**config.mk**
```make
export PLATFORM = sky130hd
export DESIGN_NAME = muldiv_unit
export DESIGN_NICKNAME = d
export VERILOG_FILES = /design/src/rtl/muldiv_unit.sv
export SDC_FILE = /design/constraint.sdc
export NUM_CORES = 1
export LEC_CHECK = 0
export BUFFER_PORTS_ARGS = -buffer_cell sky130_fd_sc_hd__buf_2
export CORE_MARGIN = 1
export CORE_UTILIZATION = 34
export DETAILED_ROUTE_END_ITERATION = 8
export GPL_TIMING_DRIVEN = 0
export HOLD_SLACK_MARGIN = 0.02
export SYNTH_ARGS = -nofsm -noshare
export SYNTH_HDL_FRONTEND = slang
export SYNTH_SLANG_ARGS = --single-unit
```
**constraint.sdc**
```tcl
create_clock -name clk -period 6.35 [get_ports clk]
set_clock_uncertainty 0.1 [all_clocks]
set_input_delay 0.9525 -clock clk [delete_from_list [all_inputs] [get_ports clk]]
set_output_delay 0.9525 -clock clk [all_outputs]
set_load 0.03 [all_outputs]
```
**src/rtl/muldiv_unit.sv**
```systemverilog
// Iterative RV32M multiply/divide unit: shift-add multiply and restoring divide,
// one bit per cycle on operand magnitudes, with sign fix-up on entry to DONE.
module muldiv_unit #(
  parameter int XLEN = 32
) (
  input  logic            clk,
  input  logic            rst_n,
  input  logic            start,
  input  logic [4:0]      alu_ctl,
  input  logic [XLEN-1:0] op_a,
  input  logic [XLEN-1:0] op_b,
  input  logic            flush,
  output logic            busy,
  output logic            done,
  output logic [XLEN-1:0] result
);

  localparam int CW = $clog2(XLEN);
  localparam logic [CW-1:0]   LAST    = CW'(XLEN - 1);
  localparam logic [XLEN-1:0] MIN_NEG = {1'b1, {(XLEN-1){1'b0}}};

  localparam logic [4:0] OP_MUL   = 5'b00010;
  localparam logic [4:0] OP_MULH  = 5'b00011;
  localparam logic [4:0] OP_MULSU = 5'b00100;
  localparam logic [4:0] OP_MULU  = 5'b00101;
  localparam logic [4:0] OP_DIV   = 5'b00110;
  localparam logic [4:0] OP_DIVU  = 5'b00111;
  localparam logic [4:0] OP_REM   = 5'b01000;
  localparam logic [4:0] OP_REMU  = 5'b01001;

  typedef enum logic [1:0] {IDLE, CALC, DONE} state_t;

  state_t          state, state_n;
  logic [4:0]      op_q;
  logic            sa_q, sb_q;
  logic [XLEN-1:0] opnd_q;       // multiplicand or divisor magnitude
  logic [XLEN-1:0] hi_q, lo_q;   // product hi/lo, or remainder/quotient
  logic [XLEN-1:0] result_q;
  logic [CW-1:0]   cnt_q;

  // Request decode: signedness, magnitudes and the no-iteration divide cases.
  logic            valid_op, is_div, signed_a, signed_b, sa_in, sb_in;
  logic            accept, special;
  logic [XLEN-1:0] mag_a, mag_b, special_res;

  always_comb begin
    valid_op = (alu_ctl >= OP_MUL) && (alu_ctl <= OP_REMU);
    is_div   = valid_op && (alu_ctl >= OP_DIV);
    signed_a = alu_ctl inside {OP_MUL, OP_MULH, OP_MULSU, OP_DIV, OP_REM};
    signed_b = alu_ctl inside {OP_MUL, OP_MULH, OP_DIV, OP_REM};
    sa_in    = signed_a && op_a[XLEN-1];
    sb_in    = signed_b && op_b[XLEN-1];
    mag_a    = sa_in ? -op_a : op_a;
    mag_b    = sb_in ? -op_b : op_b;
    accept   = (state == IDLE) && start && !flush && valid_op;
    // NOTE: every always_comb output gets a default first so no path infers a latch.
    special     = 1'b0;
    special_res = '0;
    if (is_div && (op_b == '0)) begin
      special     = 1'b1;
      special_res = (alu_ctl == OP_DIV || alu_ctl == OP_DIVU) ? '1 : op_a;
    end else if (is_div && signed_a && (op_a == MIN_NEG) && (op_b == '1)) begin
      special     = 1'b1;
      special_res = (alu_ctl == OP_DIV) ? op_a : '0;
    end
  end

  // One iteration step plus the signed fix-up of its outcome.
  logic [XLEN:0]     sum, shifted, diff;
  logic [XLEN-1:0]   hi_n, lo_n, quo, rem, fix_res;
  logic [2*XLEN-1:0] prod;

  always_comb begin
    sum     = {1'b0, hi_q} + (lo_q[0] ? {1'b0, opnd_q} : '0);
    shifted = {hi_q, lo_q[XLEN-1]};
    diff    = shifted - {1'b0, opnd_q};
    if (op_q >= OP_DIV) begin
      hi_n = diff[XLEN] ? shifted[XLEN-1:0] : diff[XLEN-1:0];
      lo_n = {lo_q[XLEN-2:0], ~diff[XLEN]};
    end else begin
      hi_n = sum[XLEN:1];
      lo_n = {sum[0], lo_q[XLEN-1:1]};
    end
    prod = {hi_n, lo_n};
    if (sa_q ^ sb_q) prod = -prod;
    quo = (sa_q ^ sb_q) ? -lo_n : lo_n;
    rem = sa_q ? -hi_n : hi_n;
    case (op_q)
      OP_MUL:           fix_res = prod[XLEN-1:0];
      OP_DIV, OP_DIVU:  fix_res = quo;
      OP_REM, OP_REMU:  fix_res = rem;
      default:          fix_res = prod[2*XLEN-1:XLEN];
    endcase
  end

  always_ff @(posedge clk or negedge rst_n) begin
    if (!rst_n) state <= IDLE;
    else        state <= state_n;
  end

  always_comb begin
    state_n = state;
    busy    = (state != IDLE);
    done    = (state == DONE) && !flush;
    case (state)
      IDLE: if (accept) state_n = special ? DONE : CALC;
      CALC: begin
        if (flush)               state_n = IDLE;
        else if (cnt_q == LAST)  state_n = DONE;
      end
      default: state_n = IDLE;
    endcase
  end

  // NOTE: sequential state uses non-blocking assignments so every register sees pre-edge values.
  always_ff @(posedge clk or negedge rst_n) begin
    if (!rst_n) begin
      op_q     <= '0;
      sa_q     <= 1'b0;
      sb_q     <= 1'b0;
      opnd_q   <= '0;
      hi_q     <= '0;
      lo_q     <= '0;
      cnt_q    <= '0;
      result_q <= '0;
    end else if (accept) begin
      op_q   <= alu_ctl;
      sa_q   <= sa_in;
      sb_q   <= sb_in;
      opnd_q <= is_div ? mag_b : mag_a;
      lo_q   <= is_div ? mag_a : mag_b;
      hi_q   <= '0;
      cnt_q  <= '0;
      if (special) result_q <= special_res;
    end else if (state == CALC && !flush) begin
      hi_q  <= hi_n;
      lo_q  <= lo_n;
      cnt_q <= cnt_q + CW'(1);
      if (cnt_q == LAST) result_q <= fix_res;
    end
  end

  assign result = result_q;

endmodule

```
==> metrics.md, run 1 <==
| Metric | Value |
|---|---|
| Status | finished, violations left |
| Failing checks | setup timing |
| Seq/Total Area, Yosys | 21.9% |
| Fmax | 157 MHz |
| Initial DRC Count | 2,241 |
| Die Area | 0.0486 sq mm |
| Pin count of the biggest net entering global routing | 89 |
| Synth cell types | 95 |
| Mapped Area | 0.0162 sq mm |
| Total CTS buffers | 17 |
| Final setup fails | 1 |
| EDFF count, synth | 0 |
| Rel. slew slack | 26.5% |
| Average size of a mapped cell | 7.26 sq um |
| Critical path capture point type | flop |
| Slew of the pin with the lowest slew margin | 1070 ps |
| Cells after synthesis | 2,238 |
| DR vias | 19,000 |
| Horiz. Die Dim | 221 um |
| Clock transition at path regs | 70 ps |
| Area grow syn2layout | 16.0% |
| Peak supply drop | 0.226 mV |
| Maximum level of the CTS H-tree | 4 |
| Grt total ovfl | 0 |
| Final Hold Fails | 0 |
| Worst path slowest cell | clkdlybuf4s15_1 |
| Dpl ws | -2730 ps |
| Core area | 0.0469 sq mm |
| Top-area cell type share of the netlist area | 21.9% |
| Buffers on Ports | 104 |
| Max-cap violations | 0 |
| Remaining DRCs | 0 |
| Crit-path max cell delay | 800 ps |
| Crit-path cells | a211o_1 -> buf_2 -> buf_2 -> clkbuf_2 -> clkdlybuf4s15_1 -> clkbuf_2 -> clkbuf_1 -> buf_1 -> mux2i_1 -> xnor2_1 -> nor3_1 -> a311oi_2 -> a31oi_1 |
| Worst setup path class | reg -> reg |
| Worst min path class | in -> async |
| Final Cycle Share | 100% |
| Hpwl dp | 64,900 um |
| Setup ws final | -8.52 ps |
| Boundary Pins | 107 |
| Post-Place Cell Area | 0.0176 sq mm |
| Ys async rst share | 100% |
| CTS sink count | 142 |
| Worst Path Arrival | 6580 ps |
| Filler instances | 4,953 |
| Final ANT Viol Nets | 0 |
| CTS tree | built |
| Final #Nets | 2,532 |
| WP buf/inv | 7 |
| Gr usage total | 32.8% |
| Share of layout cells above drive strength 1 | 12.1% |
| Vias/cell | 6.33 |
| Clk root buf | clkbuf_16 |
| Placer Congestion | 1.05 |
| Starting Density | 34.7% |
| Ys flop type | dfrtp_1 |
| Power Dens Cells | 439 mW/mm^2 |
| Wirelength, routed | 80,400 um |
| FF+latch count, synth | 142 |
| Max Slew Vio Count | 0 |
| Initial DRT Pass Iterations | 7 |
| First-pass GRT wire length | 117,000 um |
| Post-route minimum period | 6360 ps |
| Min Hold Slack | 343 ps |
| Die Span Y | 221 um |
| Maximum buffer depth of the clock tree | 2 |
| Initial antenna violation count | 6 |
| Delay-heaviest family, CP | buffers and inverters |
| Std cell rows | 79 |
| Leakage | 7.95 nW |
| Total of warnings raised by yosys | 0 |
| Required @ worst endpoint | 6570 ps |
| Crit-path max FO | 10 |
| Most area-hungry cell type in the Yosys netlist | dfrtp_1 |
| Finished Cell Area | 0.0188 sq mm |
| WL/cell | 26.8 um |
| Skew-Pair Late Insertion Delay | 460 ps |
| Top cells by area, synth | dfrtp_1 22%, o21ai_0 7.0%, nand2_1 6.1% |
| Vias in the first global route | 17,600 |
| Hold Buf Count CTS | 0 |
| CP Launch Type | flop |
| Syn_nets | 2,384 |
==> final timing paths <==
check / start / endpoint / slack, ps / cells past startpoint
max in group asynchronous: rst_n / opnd_q[0]$_DFFE_PN0P_ / 4880 / 2
min reg2reg: result[12]$_DFFE_PN0P_ / result[12]$_DFFE_PN0P_ / 380 / 2
min in group clk: result[12]$_DFFE_PN0P_ / result[12]$_DFFE_PN0P_ / 380 / 2
max: op_q[3]$_DFFE_PN0P_ / result[6]$_DFFE_PN0P_ / -9 / 13
min: rst_n / opnd_q[18]$_DFFE_PN0P_ / 340 / 1
max reg2reg: op_q[3]$_DFFE_PN0P_ / result[6]$_DFFE_PN0P_ / -9 / 13
==> metal layers <==
metal	part of all wire (%)	vias up	wire length (um)	global-route usage, %
met5	0.034	-	27	0
met4	6.4	4	5180	19.4
met3	9.2	252	7370	5.68
met2	43	1103	34900	49.9
met1	41	9120	32900	43.5
li1	-	8547	-	-
==> power by group <==
group,total (mW),internal (mW),switching (mW)
logic,5.72,1.95,3.76
clock network,1.13,0.659,0.470
registers,1.43,1.11,0.317
==> registers in the layout, indices dropped and copies added (netlist names) <==
signal  cells
cnt_q       5
hi_q       32
op_q        5
state       2
result     32
opnd_q     32
sb_q        1
sa_q        1
lo_q       32
==> cell type report <==
class	count	area, sq um	share of cell area [%]
multi-input cells	1903	12300	65.3
flip-flops and latches	142	3560	18.9
repair buffers	138	816	4.33
well taps	607	759	4.03
plain buffers	124	551	2.92
clock buffers	18	429	2.28
inverters	60	225	1.20
clock inverters	13	189	1.00
diodes	1	2.50	0.0133
==> cell families after synthesis <==
kind of cell / share of synthesized area, %
and+or+nand+nor: 24.8
AOI/OAI and AO/OA: 30.3
buffers and inverters: 4.68
xor gates and xnor gates: 8.63
DFF: 21.9
adders and majority gates: 5.72
muxes: 4.01
==> placed cells by master, fill, tap and decap left out, drive strengths merged, types with 9 or more instances in the layout <==
cell type / n
dfrtp: 142
o211ai: 66
o41ai: 14
and3: 24
or2: 12
a31oi: 21
nand4: 22
nor2: 213
mux2i: 56
o31ai: 35
xnor2: 80
nor3: 57
a22oi: 9
a21oi: 196
o22ai: 16
o21a: 14
ha: 71
inv: 63
o221ai: 13
a221oi: 11
a21o: 31
or4: 11
nand2b: 12
nand2: 263
buf: 169
and2: 53
or3: 25
clkbuf: 109
nand3: 79
o21ai: 237
a211oi: 19
nor4: 17
xor2: 80
==> cells in the mapped netlist (25+ instances only) <==
master,n
xnor2_1,80
nand2_1,263
clkbuf_1,96
o21ai_0,227
xor2_1,80
a21o_1,31
buf_1,25
ha_1,71
nor2_1,213
inv_1,59
a21oi_1,193
nand3_1,79
or3_1,25
and2_1,53
dfrtp_1,142
nor3_1,55
o211ai_1,66
o31ai_1,34
mux2i_1,56
==> per-stage QoR <==
step	cells	setup TNS (ps)	total power, mW	util (%)
2_1_floorplan	2238	0	4.78	-
3_3_place_gp	2949	-45700	6.46	37.4
3_5_place_dp	2950	-44590	6.51	37.5
4_1_cts	2992	0	7.90	39.7
5_1_grt	3005	-334	8.65	40.2
6_report	3006	-8.52	8.27	40.2
==> repair_timing <==
action                     4_1_cts  5_1_grt
buffers inserted                15       17
setup endpoints to repair       36       24
resized for setup               66       41
gates cloned                     0        0
pin swaps                       13       26
Note: power is estimated with default switching activity, not from simulation.
==> inputs of run 2 (changes only) <==
- CORE_UTILIZATION: 34 -> 27
- CTS_CLUSTER_DIAMETER: default -> 200
==> run 2 against run 1 <==
The run ends with DRC left. Fmax increased by 1.4%. Register-to-register slack improved by 90 ps. Sequential cell count unchanged. Hold slack got worse by 4.5 ps. Final cell count increased by 5.4%. Non-clock buffer count decreased by 6. First-iteration DRC count increased by 5.4%. Critical path depth unchanged. Count of clock-buffer cells in the layout increased by 2. Sequential power about the same. Setup slack improved by 90 ps. Die area increased by 26%.
==> metrics.md, run 2 (synthesis gave the netlist of run 1 again) <==
| Metric | Value |
|---|---|
| Status | finished, violations left |
| Failing checks | DRC |
| Std cell rows | 89 (+13%) |
| Delay-heaviest family, CP | buffers and inverters |
| Design Power | 8.00 mW (-3.3%) |
| Hold Buf Count CTS | 0 (unchanged) |
| Horiz. Die Dim | 247 um (+12%) |
| Skew-Pair Late Insertion Delay | 470 ps (about the same) |
| Clk root buf | clkbuf_16 |
| Grt total ovfl | 0 (unchanged) |
| Maximum buffer depth of the clock tree | 2 (unchanged) |
| Final Cycle Share | 98.7% (-1.4 points) |
| WL/cell | 24.3 um (-9.0%) |
| Crit-path max FO | 10 (unchanged) |
| Max Slew Vio Count | 0 (unchanged) |
| DR vias | 18,800 (-1.3%) |
| Die Area | 0.0611 sq mm (+26%) |
| Most frequent cells in the layout | 261 x nand2_1, 226 x o21ai_0, 212 x nor2_1 |
| WP buf/inv | 7 (unchanged) |
| CTS sink count | 142 (unchanged) |
| Post-route minimum period | 6270 ps (-89.8 ps) |
| Placer Congestion | 1.05 (-0.64%) |
| Die Span Y | 247 um (+12%) |
| Final #Nets | 2,526 (-0.24%) |
| Setup ws final | 81.3 ps (+89.8 ps) |
| Crit-path max cell delay | 950 ps (+150 ps) |
| Filler instances | 6,522 (+32%) |
| Worst path slowest cell | a2111oi_0 |
| Maximum level of the CTS H-tree | 4 (unchanged) |
| Area grow syn2layout | 16.5% |
| Initial DRC Count | 2,362 (+5.4%) |
| Total CTS buffers | 17 (unchanged) |
| Boundary Pins | 107 (unchanged) |
| Gr usage total | 24.8% (-8.0 points) |
| First-pass GRT wire length | 112,000 um (-4.0%) |
| Fmax | 160 MHz (+1.4%) |
| Starting Density | 27.4% (-7.2 points) |
| Reg-to-reg slack, setup | 80 ps (+90 ps) |
| Most common cell after layout, fill and taps aside | nand2_1 |
| Vias in the first global route | 17,000 (-3.7%) |
| Crit-path cells | a211o_1 -> buf_2 -> clkbuf_2 -> clkbuf_2 -> clkdlybuf4s15_2 -> clkbuf_2 -> clkbuf_1 -> clkbuf_2 -> mux2i_1 -> xor2_1 -> nor2_1 -> a2111oi_0 -> o31ai_1 |
| Pin count of the biggest net entering global routing | 86 (-3.4%) |
| Share of layout cells above drive strength 1 | 11.3% (-0.77 points) |
| Max-cap violations | 0 (unchanged) |
| Register-to-Register Path Depth | 13 (unchanged) |
| R2r endpoint | result[11]$_DFFE_PN0P_ |
| Hpwl dp | 62,300 um (-3.9%) |
| Power Dens Cells | 423 mW/mm^2 (-3.7%) |
| RSZ-0062 raised after global routing | no |
| Core area | 0.0592 sq mm (+26%) |
| Remaining DRCs | 8 (+8) |
| Worst Path Arrival | 6480 ps (-100 ps) |
| Worst min path class | in -> async |
| Rel. slew slack | 24.2% (-2.3 points) |
| Clock transition at path regs | 60 ps (about the same) |
| Worst setup path class | reg -> reg |
| Final Core Density | 31.9% (-8.3 points) |
| CP Launch Type | flop |
| Dpl ws | -2650 ps (+74.4 ps) |
| Critical path capture point type | flop |
| Vias/cell | 5.93 (-6.3%) |
| Final setup fails | 0 (-1) |
| Leakage | 7.89 nW (-0.75%) |
| RR Startpoint | op_q[3]$_DFFE_PN0P_ |
| Initial DRT Pass Iterations | 8 (+1) |
| Final Hold Fails | 0 (unchanged) |
| Required @ worst endpoint | 6560 ps (about the same) |
| Initial antenna violation count | 8 (+2) |
| Peak supply drop | 0.261 mV (+15%) |
| Wirelength, routed | 77,100 um (-4.1%) |
| Slew of the pin with the lowest slew margin | 1120 ps (+49.3 ps) |
| Crit path top cell by count | clkbuf_2 |
| Final ANT Viol Nets | 0 (unchanged) |
| Buffers on Ports | 104 (unchanged) |
| CTS tree | built |
run 2: changes by cell type in the layout (fill, tap and decap cells not counted), sizes merged:
| cell | change |
|---|---|
| clkinv | -1 |
| clkdlybuf4s15 | -1 |
| clkbuf | +2 |
| buf | -5 |
run 2: repair_timing:
action | 4_1_cts | 5_1_grt
hold endpoints to repair | 0 | 0
pin swaps | 12 | 21
buffers inserted | 20 | 8
resized for setup | 51 | 29
endpoints found under the setup margin | 37 | 24
run 2: through the flow:
step,area [sq um],TNS [ps],hold slack [ps],instances
final,18900,0,339,3167
after global routing,18900,0,398,3166
after CTS,18800,0,373,3162
after detailed placement,17800,-45500,366,3116
after global placement,17700,-47180,361,3115
after floorplan,16300,0,347,2238
run 2: worst register-to-register path: stages, from the launching register on:
cell and delay, ps:
dfrtp_1 530, a211o_1 150, buf_2 340, clkbuf_2 470, clkbuf_2 480, clkdlybuf4s15_2 570
clkbuf_2 480, clkbuf_1 560, clkbuf_2 520, mux2i_1 380, xor2_1 360, nor2_1 110
a2111oi_0 950, o31ai_1 140
run 2: how the worst max path moves through the flow:
stage               slack, ps  depth (start not counted)                      to                 start
floorplan                  40                         27  result[28]$_DFFE_PN0P_  lo_q[31]$_DFFE_PN0P_
global placement        -2670                         22  result[16]$_DFFE_PN0P_   op_q[3]$_DFFE_PN0P_
detailed placement      -2650                         22  result[16]$_DFFE_PN0P_   op_q[3]$_DFFE_PN0P_
CTS                         9                         25   result[6]$_DFFE_PN0P_  lo_q[31]$_DFFE_PN0P_
global route                4                         27  result[20]$_DFFE_PN0P_  lo_q[31]$_DFFE_PN0P_
finish                     80                         13  result[11]$_DFFE_PN0P_   op_q[3]$_DFFE_PN0P_
run 2: final cells by class:
class                           count  area, sq um  share of cell area [%]
Buffer                            123          531                    2.81
Inverter                           60          225                    1.19
Sequential cell                   142         3560                    18.8
Clock inverter                     12          184                   0.973
Antenna cell                        1         2.50                  0.0132
Multi-Input combinational cell   1903        12200                    64.6
Clock buffer                       20          447                    2.36
Timing Repair Buffer              133          781                    4.13
Tap cell                          773          967                    5.11
run 2: routing by layer:
metal  track usage [%]  share of wire (%)  vias up  wire, um
met2              37.1                 43     1114     32900
met3              4.35                 10      204      7880
met1              33.6                 41     8938     31700
li1                  -                  -     8530         -
met4              13.3                6.0        2      4620
met5                 0             0.0091        -         7
run 2: power breakdown:
group | internal [mW] | leakage [nW] | switching, mW | total (mW)
Clock | 0.672 | 0.302 | 0.458 | 1.13
Sequential | 1.11 | 1.86 | 0.308 | 1.42
Combinational | 1.88 | 5.74 | 3.57 | 5.45
Total | 3.66 | 7.89 | 4.33 | 8.00
